## config.mk

```make
export PLATFORM = sky130hd
export DESIGN_NAME = uart_tx_fifo
export DESIGN_NICKNAME = d
export VERILOG_FILES = /design/src/rtl/uart_tx_fifo.sv
export SDC_FILE = /design/constraint.sdc
export NUM_CORES = 1
export LEC_CHECK = 0
export CORE_ASPECT_RATIO = 1.25
export CORE_MARGIN = 2
export CORE_UTILIZATION = 30
export CTS_CLUSTER_DIAMETER = 100
export DETAILED_ROUTE_END_ITERATION = 7
export PLACE_DENSITY = 0.57
export SLEW_MARGIN = 40
export SYNTH_ARGS = -nofsm -noshare
export SYNTH_HDL_FRONTEND = slang
export SYNTH_SLANG_ARGS = --single-unit
```

## constraint.sdc

```tcl
create_clock -name clk -period 4.3 [get_ports clk]
set_clock_uncertainty 0.05 [all_clocks]
set_input_delay 0.86 -clock clk [delete_from_list [all_inputs] [get_ports clk]]
set_output_delay 0.86 -clock clk [all_outputs]
set_load 0.01 [all_outputs]
```

## src/rtl/uart_tx_fifo.sv

```systemverilog
// Buffered UART transmitter: valid/ready write port into a circular FIFO,
// drained back-to-back as start/data/parity/stop frames, LSB first.
module uart_tx_fifo #(
  parameter int CLK_DIV    = 10416,
  parameter int DATA_BITS  = 8,
  parameter int STOP_BITS  = 1,
  parameter int FIFO_DEPTH = 16
) (
  input  logic                                 clk,
  input  logic                                 rst,
  input  logic [DATA_BITS-1:0]                 wr_data,
  input  logic                                 wr_valid,
  output logic                                 wr_ready,
  input  logic [1:0]                           parity_mode,
  output logic                                 tx,
  output logic                                 busy,
  output logic                                 frame_done,
  output logic [$clog2(FIFO_DEPTH+1)-1:0]      fifo_level
);

  localparam int PTR_W  = $clog2(FIFO_DEPTH);
  localparam int LVL_W  = $clog2(FIFO_DEPTH + 1);
  localparam int BAUD_W = $clog2(CLK_DIV);
  localparam int BIT_W  = $clog2(DATA_BITS + 1);

  localparam logic [BAUD_W-1:0] BAUD_LAST   = BAUD_W'(CLK_DIV - 1);
  localparam logic [BAUD_W-1:0] BAUD_PENULT = BAUD_W'(CLK_DIV - 2);
  localparam logic [BIT_W-1:0]  BIT_LAST    = BIT_W'(DATA_BITS - 1);
  localparam logic              STOP_LAST   = 1'(STOP_BITS - 1);
  localparam logic [LVL_W-1:0]  LVL_FULL    = LVL_W'(FIFO_DEPTH);

  typedef enum logic [2:0] {
    IDLE,
    START,
    DATA,
    PARITY,
    STOP
  } state_e;

  logic [DATA_BITS-1:0] mem_q [FIFO_DEPTH];
  logic [PTR_W-1:0]     wrPtr_q, wrPtr_d;
  logic [PTR_W-1:0]     rdPtr_q, rdPtr_d;
  logic [LVL_W-1:0]     level_q, level_d;
  logic                 push;
  logic                 pop;
  logic [DATA_BITS-1:0] headWord;

  state_e               state_q, state_d;
  logic [BAUD_W-1:0]    baud_q, baud_d;
  logic [BIT_W-1:0]     bitCnt_q, bitCnt_d;
  logic                 stopCnt_q, stopCnt_d;
  logic [DATA_BITS-1:0] shift_q, shift_d;
  logic                 parityBit_q, parityBit_d;
  logic                 parityEn_q, parityEn_d;
  logic                 tx_q, tx_d;
  logic                 busy_q, busy_d;
  logic                 done_q, done_d;
  logic                 bitEnd;
  logic                 startFrame;
  logic                 headParity;

  // A full FIFO refuses writes even when a pop lands on the same edge.
  assign wr_ready   = !rst && (level_q != LVL_FULL);
  assign push       = wr_valid && wr_ready;
  assign headWord   = mem_q[rdPtr_q];
  assign fifo_level = level_q;
  assign tx         = tx_q;
  assign busy       = busy_q;
  assign frame_done = done_q;

  always_comb begin
    wrPtr_d = wrPtr_q;
    rdPtr_d = rdPtr_q;
    level_d = level_q;
    if (push) wrPtr_d = wrPtr_q + PTR_W'(1);
    if (pop)  rdPtr_d = rdPtr_q + PTR_W'(1);
    case ({push, pop})
      2'b10:   level_d = level_q + LVL_W'(1);
      2'b01:   level_d = level_q - LVL_W'(1);
      default: level_d = level_q;
    endcase
  end

  always_ff @(posedge clk) begin
    if (push) mem_q[wrPtr_q] <= wr_data;
  end

  always_comb begin
    headParity = 1'b0;
    case (parity_mode)
      2'b01:   headParity = ^headWord;
      2'b10:   headParity = ~(^headWord);
      2'b11:   headParity = 1'b1;
      default: headParity = 1'b0;
    endcase
  end

  always_comb begin
    state_d     = state_q;
    baud_d      = (baud_q == BAUD_LAST) ? '0 : baud_q + BAUD_W'(1);
    bitCnt_d    = bitCnt_q;
    stopCnt_d   = stopCnt_q;
    shift_d     = shift_q;
    parityBit_d = parityBit_q;
    parityEn_d  = parityEn_q;
    tx_d        = tx_q;
    done_d      = 1'b0;
    pop         = 1'b0;
    startFrame  = 1'b0;
    bitEnd      = (baud_q == BAUD_LAST);

    case (state_q)
      IDLE: begin
        baud_d = '0;
        tx_d   = 1'b1;
        if (level_q != '0) startFrame = 1'b1;
      end
      START: begin
        if (bitEnd) begin
          state_d  = DATA;
          tx_d     = shift_q[0];
          shift_d  = shift_q >> 1;
          bitCnt_d = '0;
        end
      end
      DATA: begin
        if (bitEnd) begin
          if (bitCnt_q == BIT_LAST) begin
            if (parityEn_q) begin
              state_d = PARITY;
              tx_d    = parityBit_q;
            end else begin
              state_d   = STOP;
              tx_d      = 1'b1;
              stopCnt_d = 1'b0;
            end
          end else begin
            bitCnt_d = bitCnt_q + BIT_W'(1);
            tx_d     = shift_q[0];
            shift_d  = shift_q >> 1;
          end
        end
      end
      PARITY: begin
        if (bitEnd) begin
          state_d   = STOP;
          tx_d      = 1'b1;
          stopCnt_d = 1'b0;
        end
      end
      STOP: begin
        // Registered pulse, so it is armed one clock early to land on the last stop clock.
        if (baud_q == BAUD_PENULT && stopCnt_q == STOP_LAST) done_d = 1'b1;
        if (bitEnd) begin
          if (stopCnt_q == STOP_LAST) begin
            if (level_q != '0) begin
              startFrame = 1'b1;
            end else begin
              state_d = IDLE;
              tx_d    = 1'b1;
            end
          end else begin
            stopCnt_d = stopCnt_q + 1'b1;
          end
        end
      end
      default: begin
        state_d = IDLE;
        tx_d    = 1'b1;
      end
    endcase

    if (startFrame) begin
      pop         = 1'b1;
      state_d     = START;
      tx_d        = 1'b0;
      baud_d      = '0;
      shift_d     = headWord;
      parityEn_d  = (parity_mode != 2'b00);
      parityBit_d = headParity;
    end

    busy_d = (state_d != IDLE);
  end

  always_ff @(posedge clk) begin
    if (rst) begin
      wrPtr_q     <= '0;
      rdPtr_q     <= '0;
      level_q     <= '0;
      state_q     <= IDLE;
      baud_q      <= '0;
      bitCnt_q    <= '0;
      stopCnt_q   <= 1'b0;
      shift_q     <= '0;
      parityBit_q <= 1'b0;
      parityEn_q  <= 1'b0;
      tx_q        <= 1'b1;
      busy_q      <= 1'b0;
      done_q      <= 1'b0;
    end else begin
      wrPtr_q     <= wrPtr_d;
      rdPtr_q     <= rdPtr_d;
      level_q     <= level_d;
      state_q     <= state_d;
      baud_q      <= baud_d;
      bitCnt_q    <= bitCnt_d;
      stopCnt_q   <= stopCnt_d;
      shift_q     <= shift_d;
      parityBit_q <= parityBit_d;
      parityEn_q  <= parityEn_d;
      tx_q        <= tx_d;
      busy_q      <= busy_d;
      done_q      <= done_d;
    end
  end

endmodule
```

==> results of run 1 <==
[logic make-up (layout without fill, tap and decap cells)]
family | Yosys count | count (layout)
simple gates | 147 | 147
xor+xnor | 33 | 33
buf+inv | 34 | 71
compound gates | 52 | 52
mux | 42 | 42
fa+ha+maj | 12 | 12
flops | 179 | 179
[worst paths after layout]
kind,to,start
max reg2reg,fifo_level[4],baud_q[7]
min,parityBit_q,parityBit_q
max,fifo_level[4],baud_q[7]
min reg2reg,parityBit_q,parityBit_q
[sequential cells by signal, indices dropped and copies added (netlist names), named ones only]
name and count:
mem_q 128, baud_q 14, shift_q 8, fifo_level 5, bitCnt_q 4, rdPtr_q 4, wrPtr_q 4, state_q 3
busy 1, frame_done 1, parityBit_q 1, parityEn_q 1, tx 1
[report_power, final]
group | internal, mW | total (mW) | switching (mW) | leakage, nW
logic | 0.614 | 1.25 | 0.634 | 0.847
clock network | 0.860 | 1.52 | 0.661 | 0.284
registers | 1.96 | 2.10 | 0.138 | 1.57
total | 3.43 | 4.87 | 1.43 | 2.70
[final cells by class]
type | count | share of cell area, %
Inverter | 8 | 0.4117
Tap cell | 325 | 4.779
Multi-Input combinational cell | 286 | 27.26
Clock inverter | 15 | 1.867
Sequential cell | 179 | 57.18
Clock buffer | 17 | 4.999
Timing Repair Buffer | 31 | 3.499
[critical path, cell delays in order (launching register included)]
cell      delay, ps
dfxtp_1         390
nor4bb_1        320
nand4b_1        150
or2_1           350
and2_4          220
or4_4           610
inv_6           150
ha_1            190
xor2_1          160
ha_1            200
o21ai_0          90
a21oi_1         160
a21oi_1          90
xor2_1          150
or3_1           310
a21oi_1         140
[placed cells by master (no fill, tap or decap), types with 3 or more instances in the layout]
cell type          n
nor2_2            12
mux4_2            32
nor3_1             6
a211oi_1           7
clkdlybuf4s50_1   21
ha_1              12
nand4_1            6
nand2_1           32
a22oi_1           18
clkinv_2           4
inv_6              3
buf_4              9
nor4_1             3
nor2_1            53
clkinv_4           3
mux2i_1           10
dfxtp_1           50
a21oi_1           14
xor2_1            17
o21ai_0            7
inv_1              7
xnor2_1           16
clkbuf_16         17
nand2b_1           4
nand3_1            9
edfxtp_1         128
nor2b_1            6
[layer usage]
metal  routed length [µm]  vias to the layer above  part of all wire, %
met5                    0                        -                    0
met2                 7381                       53                   53
met4                  148                        0                  1.1
met1                 6018                     1998                   43
met3                  349                       12                  2.5
li1                     -                     1910                    -
==> results.toml, run 1 <==
[worst_setup_path]
arrival_ps = 4100
cp-end-kind = "flip-flop"
crit_required_ps = 4610
rr_worst_depth = 15
cp-start-kind = "flip-flop"
critical_path_class = "flip-flop to flip-flop"
rrSetupSlack_ps = 500
cp_max_fo = 18

[drt]
drt_pass1_iterations = 4
drtIter0Drc = 281
vias = 3973
routedWlPerCell_um = 16.14
wl_um = 13900
viasPerCell = 4.614
drc = 0
ant_nets = 0

[sta]
finalCritPeriodShare_pct = 88.34
tightest_slew_ps = 764.3
fin_ws_ps = 501.2
fmax_ghz = 0.2632
hold_viol_final = 0
finalSetupViolCount = 0
finalSetupTns_ps = 0
finalCriticalPeriod_ps = 3799
timing.hold.ws_ps = 433.2
slew_headroom_pct = 48.86
drv_slew = 0
rsz0062_at_grt = "false"

[worst_hold_path]
hold_path.class = "flip-flop to flip-flop"
holdPathStages = 2

[yosys]
synthMuxAreaShare_pct = 11.21
yosys-top-cells-count = "edfxtp_1, nor2_1, dfxtp_1, mux4_2, nand2_1"
yosysSeqAreaShare_pct = 66.44
yosysMostFrequentCell = "edfxtp_1"
syn_nets = 524
synthXorXnorAreaFrac_pct = 3.947
async_reset_ff_share_pct = 0
synth_top_family_by_area = "multiplexers"
synth_top_area_share_pct = 52.49
yosysUniqueCellTypes = 46
synth_fa_ha_area_share_pct = 2.051
ys_top_cells_by_area = "edfxtp_1, dfxtp_1, mux4_2"
yosys_warnings = 0
synth_top_area_cell = "edfxtp_1"
ys.flop_type = "edfxtp_1"
synth_edf_count = 128
syn_inst = 499
synth_compound_area_share_pct = 4.699
syn_area_per_cell_um2 = 14.67
ys_seq_elements = 179
synth_area_um2 = 7322
synthSimpleGateAreaFrac_pct = 9.245

[outcome]
status = "complete, no violations"

[die]
pin_count = 22
die_y_um = 178.7
start_util_pct = 30.66
dieWidth_um = 143.7
rows = 63
die_area_um2 = 25680
core_um2 = 23880

[clock_network]
clockBufferDepth = 2
htreeDepth = 4
tritoncts = "yes"
cts_sinks = 179
path_clk_slew_ps = 70
numCtsBuffers = 17
cts.root.buffer_cell = "clkbuf_16"
clk_latency_ps = 420
cts_setup_buffers = 0
cts.repair.resized = 0
hold_buffers = 0

[global_route]
globalRouteMet3Util_pct = 2.484
top_usage_layer = "met2"
grt_pass1_vias = 4124
grt_max_degree = 35
grt_use_met2_pct = 20.42
grt_util_met1_pct = 13.85
grt_pass1_wl_um = 22370
track_usage_pct = 11.58
grt_overflow = 0
antenna_found_initial = 0

[final_layout]
final_core_util_pct = 35.63
nets = 548
n_fill_cell = 2275
area_growth_pct = 16.22
post-route-cell-area_um2 = 8509
n_antenna_cell = 0
final_layout_size_suffix_gt1_share_pct = 17.35
multi_input_area_um2 = 2320
post_layout_nonfiller_instances = 861
regArea_um2 = 4866

[pwr]
power.total_mw = 4.867
ir_drop_mv = 0.2979
power_leakage_nw = 2.700
p_per_area_nw_per_um2 = 572.0

[place]
post-place-cells = 829
place_area_um2 = 7905
gp_congestion = 0.7971
place_hpwl_um = 9489
pre_cts_slack_ps = 520.3
portBuffers = 21

[flow_run]
cap_violations = 0
Power figures use the tool's default switching activity.
==> run 2: changes to the inputs <==
- CORE_MARGIN: 2 -> 1.5
==> run 2 against run 1 <==
Global-route usage about the same. Register-to-register slack improved by 20 ps. Sequential share of layout area increased by 0.28 points. Sequential power about the same. Worst setup slack improved by 20 ps. Clock power decreased by 4%. Maximum frequency increased by 0.53%. Critical endpoint unchanged. First-iteration DRC count decreased by 33%.
==> results.toml, run 2 (synthesis results as in run 1) <==
[die]
rows = 63
die_y_um = 177.7
die_area_um2 = 25360
dieWidth_um = 142.7
pin_count = 22
start_util_pct = 30.66
core_um2 = 23880

[pwr]
p_per_area_nw_per_um2 = 566.1
ir_drop_mv = 0.2533
power_leakage_nw = 2.679
power.total_mw = 4.794

[worst_setup_path]
r2r-end = "fifo_level[4]"
path_cells = "nor4bb_1 > nand4b_1 > or2_1 > and2_4 > or4_4 > inv_6 > ha_1 > xor2_1 > ha_1 > o21ai_0 > a21oi_1 > a21oi_1 > xor2_1 > or3_1 > a21oi_1"
cp-start-kind = "flip-flop"
cp-end-kind = "flip-flop"
crit_path_frequent_cell = "a21oi_1"
critPathLaunch = "baud_q[7]"
reg2reg_from = "baud_q[7]"
arrival_ps = 4080
crit_required_ps = 4600
cp_max_fo = 18
critPathMaxStageDelay_ps = 620
rrSetupSlack_ps = 520
critical_path_class = "flip-flop to flip-flop"
cp_top_family = "simple AND/OR/NAND/NOR gates"
cp_slowest_cell = "or4_4"
path_buf_inv = 1
rr_worst_depth = 15

[clock_network]
tritoncts = "yes"
hold_buffers = 0
htreeDepth = 4
numCtsBuffers = 17
cts_setup_buffers = 0
cts_sinks = 179
clockBufferDepth = 2
cts.root.buffer_cell = "clkbuf_16"
cts.repair.resized = 0
path_clk_slew_ps = 70
clk_latency_ps = 420

[drt]
dr_wl_met2_um = 7145
drt_pass1_iterations = 4
m1WireLength_um = 5809
wl_met3_um = 347
wl_um = 13530
ant_nets = 0
drtIter0Drc = 189
drc = 0
viasPerCell = 4.628
routedWlPerCell_um = 15.71
vias = 3985
topRoutingLayerUsed = "met4"

[final_layout]
final_layout_size_suffix_gt1_share_pct = 16.98
nets = 548
final_cell_mix = "edfxtp_1, nor2_1, dfxtp_1"
layout_commonest_cell = "edfxtp_1"
area_growth_pct = 15.65
top_register = "mem_q"
n_antenna_cell = 0
reg.largest.list = "mem_q (128), baud_q (14), shift_q (8)"
largest_reg_flops = 128

[sta]
tightest_slew_ps = 844.8
finalCritPeriodShare_pct = 87.88
rsz0062_at_grt = "false"
drv_slew = 0
finalCriticalPeriod_ps = 3779
fmax_ghz = 0.2646
slew_headroom_pct = 43.47
finalSetupViolCount = 0
hold_viol_final = 0
fin_ws_ps = 521.2
finalSetupTns_ps = 0

[place]
gp_congestion = 0.7996
place_hpwl_um = 9346
pre_cts_slack_ps = 499.9
portBuffers = 21

[global_route]
track_usage_pct = 11.54
grt_overflow = 0
grt_pass1_vias = 4072
grt_max_degree = 35
antenna_found_initial = 0
grt_pass1_wl_um = 21930

[flow_run]
cap_violations = 0

[outcome]
status = "complete, no violations"

[worst_hold_path]
whs_endpoint = "baud_q[0]"
hold_path.class = "flip-flop to flip-flop"
worstHoldStart = "baud_q[0]"
holdPathStages = 1
==> run 2: report_power, final <==
part / total [mW] / switching (mW) / internal [mW]
registers: 2.07 / 0.109 / 1.96
logic: 1.27 / 0.661 / 0.605
clock network: 1.46 / 0.654 / 0.804
total: 4.79 / 1.42 / 3.37
==> run 2: final cells by class <==
class                   count  area (µm²)
well taps                 325       406.6
fillers                  2265       15420
repair buffers             31       285.3
multi-input cells         286        2317
clock buffers              18       429.2
inverters                   8       35.03
clock inverters            14       128.9
flip-flops and latches    179        4866
==> run 2: stage by stage <==
| step | area, µm² | instances | hold slack (ps) | utilization, % |
|---|---|---|---|---|
| 3_3_place_gp | 7879 | 829 | 397.7 | 32.99 |
| 6_report | 8468 | 861 | 428.0 | 35.46 |
| 4_1_cts | 8453 | 861 | 437.9 | 35.39 |
| 5_1_grt | 8468 | 861 | 462.6 | 35.46 |
| 2_1_floorplan | 7322 | 499 | 385.8 | - |
| 3_5_place_dp | 7895 | 829 | 425.0 | 33.06 |
==> run 2: worst max path at each step <==
stage / to / slack [ps] / cells after the start
2_1_floorplan: fifo_level[4] / 530 / 19
3_3_place_gp: fifo_level[4] / 580 / 15
3_5_place_dp: fifo_level[4] / 500 / 15
4_1_cts: fifo_level[4] / 490 / 15
5_1_grt: fifo_level[4] / 210 / 15
6_report: fifo_level[4] / 520 / 15
==> run 2: per-layer routing <==
| metal | vias up | track usage [%] |
|---|---|---|
| li1 | 1915 | - |
| met1 | 1989 | 13.48 |
| met2 | 62 | 20.59 |
| met3 | 19 | 2.402 |
| met4 | 0 | 4.596 |
| met5 | - | 0 |
==> run 2: worst reg2reg max path: cells and delay by family, from the launching register on <==
| family | cells | cell delay [ps] |
|---|---|---|
| AO/OA/AOI/OAI | 4 | 460 |
| adder cells (fa/ha/maj) | 2 | 380 |
| AND/OR/NAND/NOR | 6 | 1990 |
| XOR/XNOR | 2 | 300 |
| buffers and inverters | 1 | 160 |
| flip-flops | 1 | 380 |
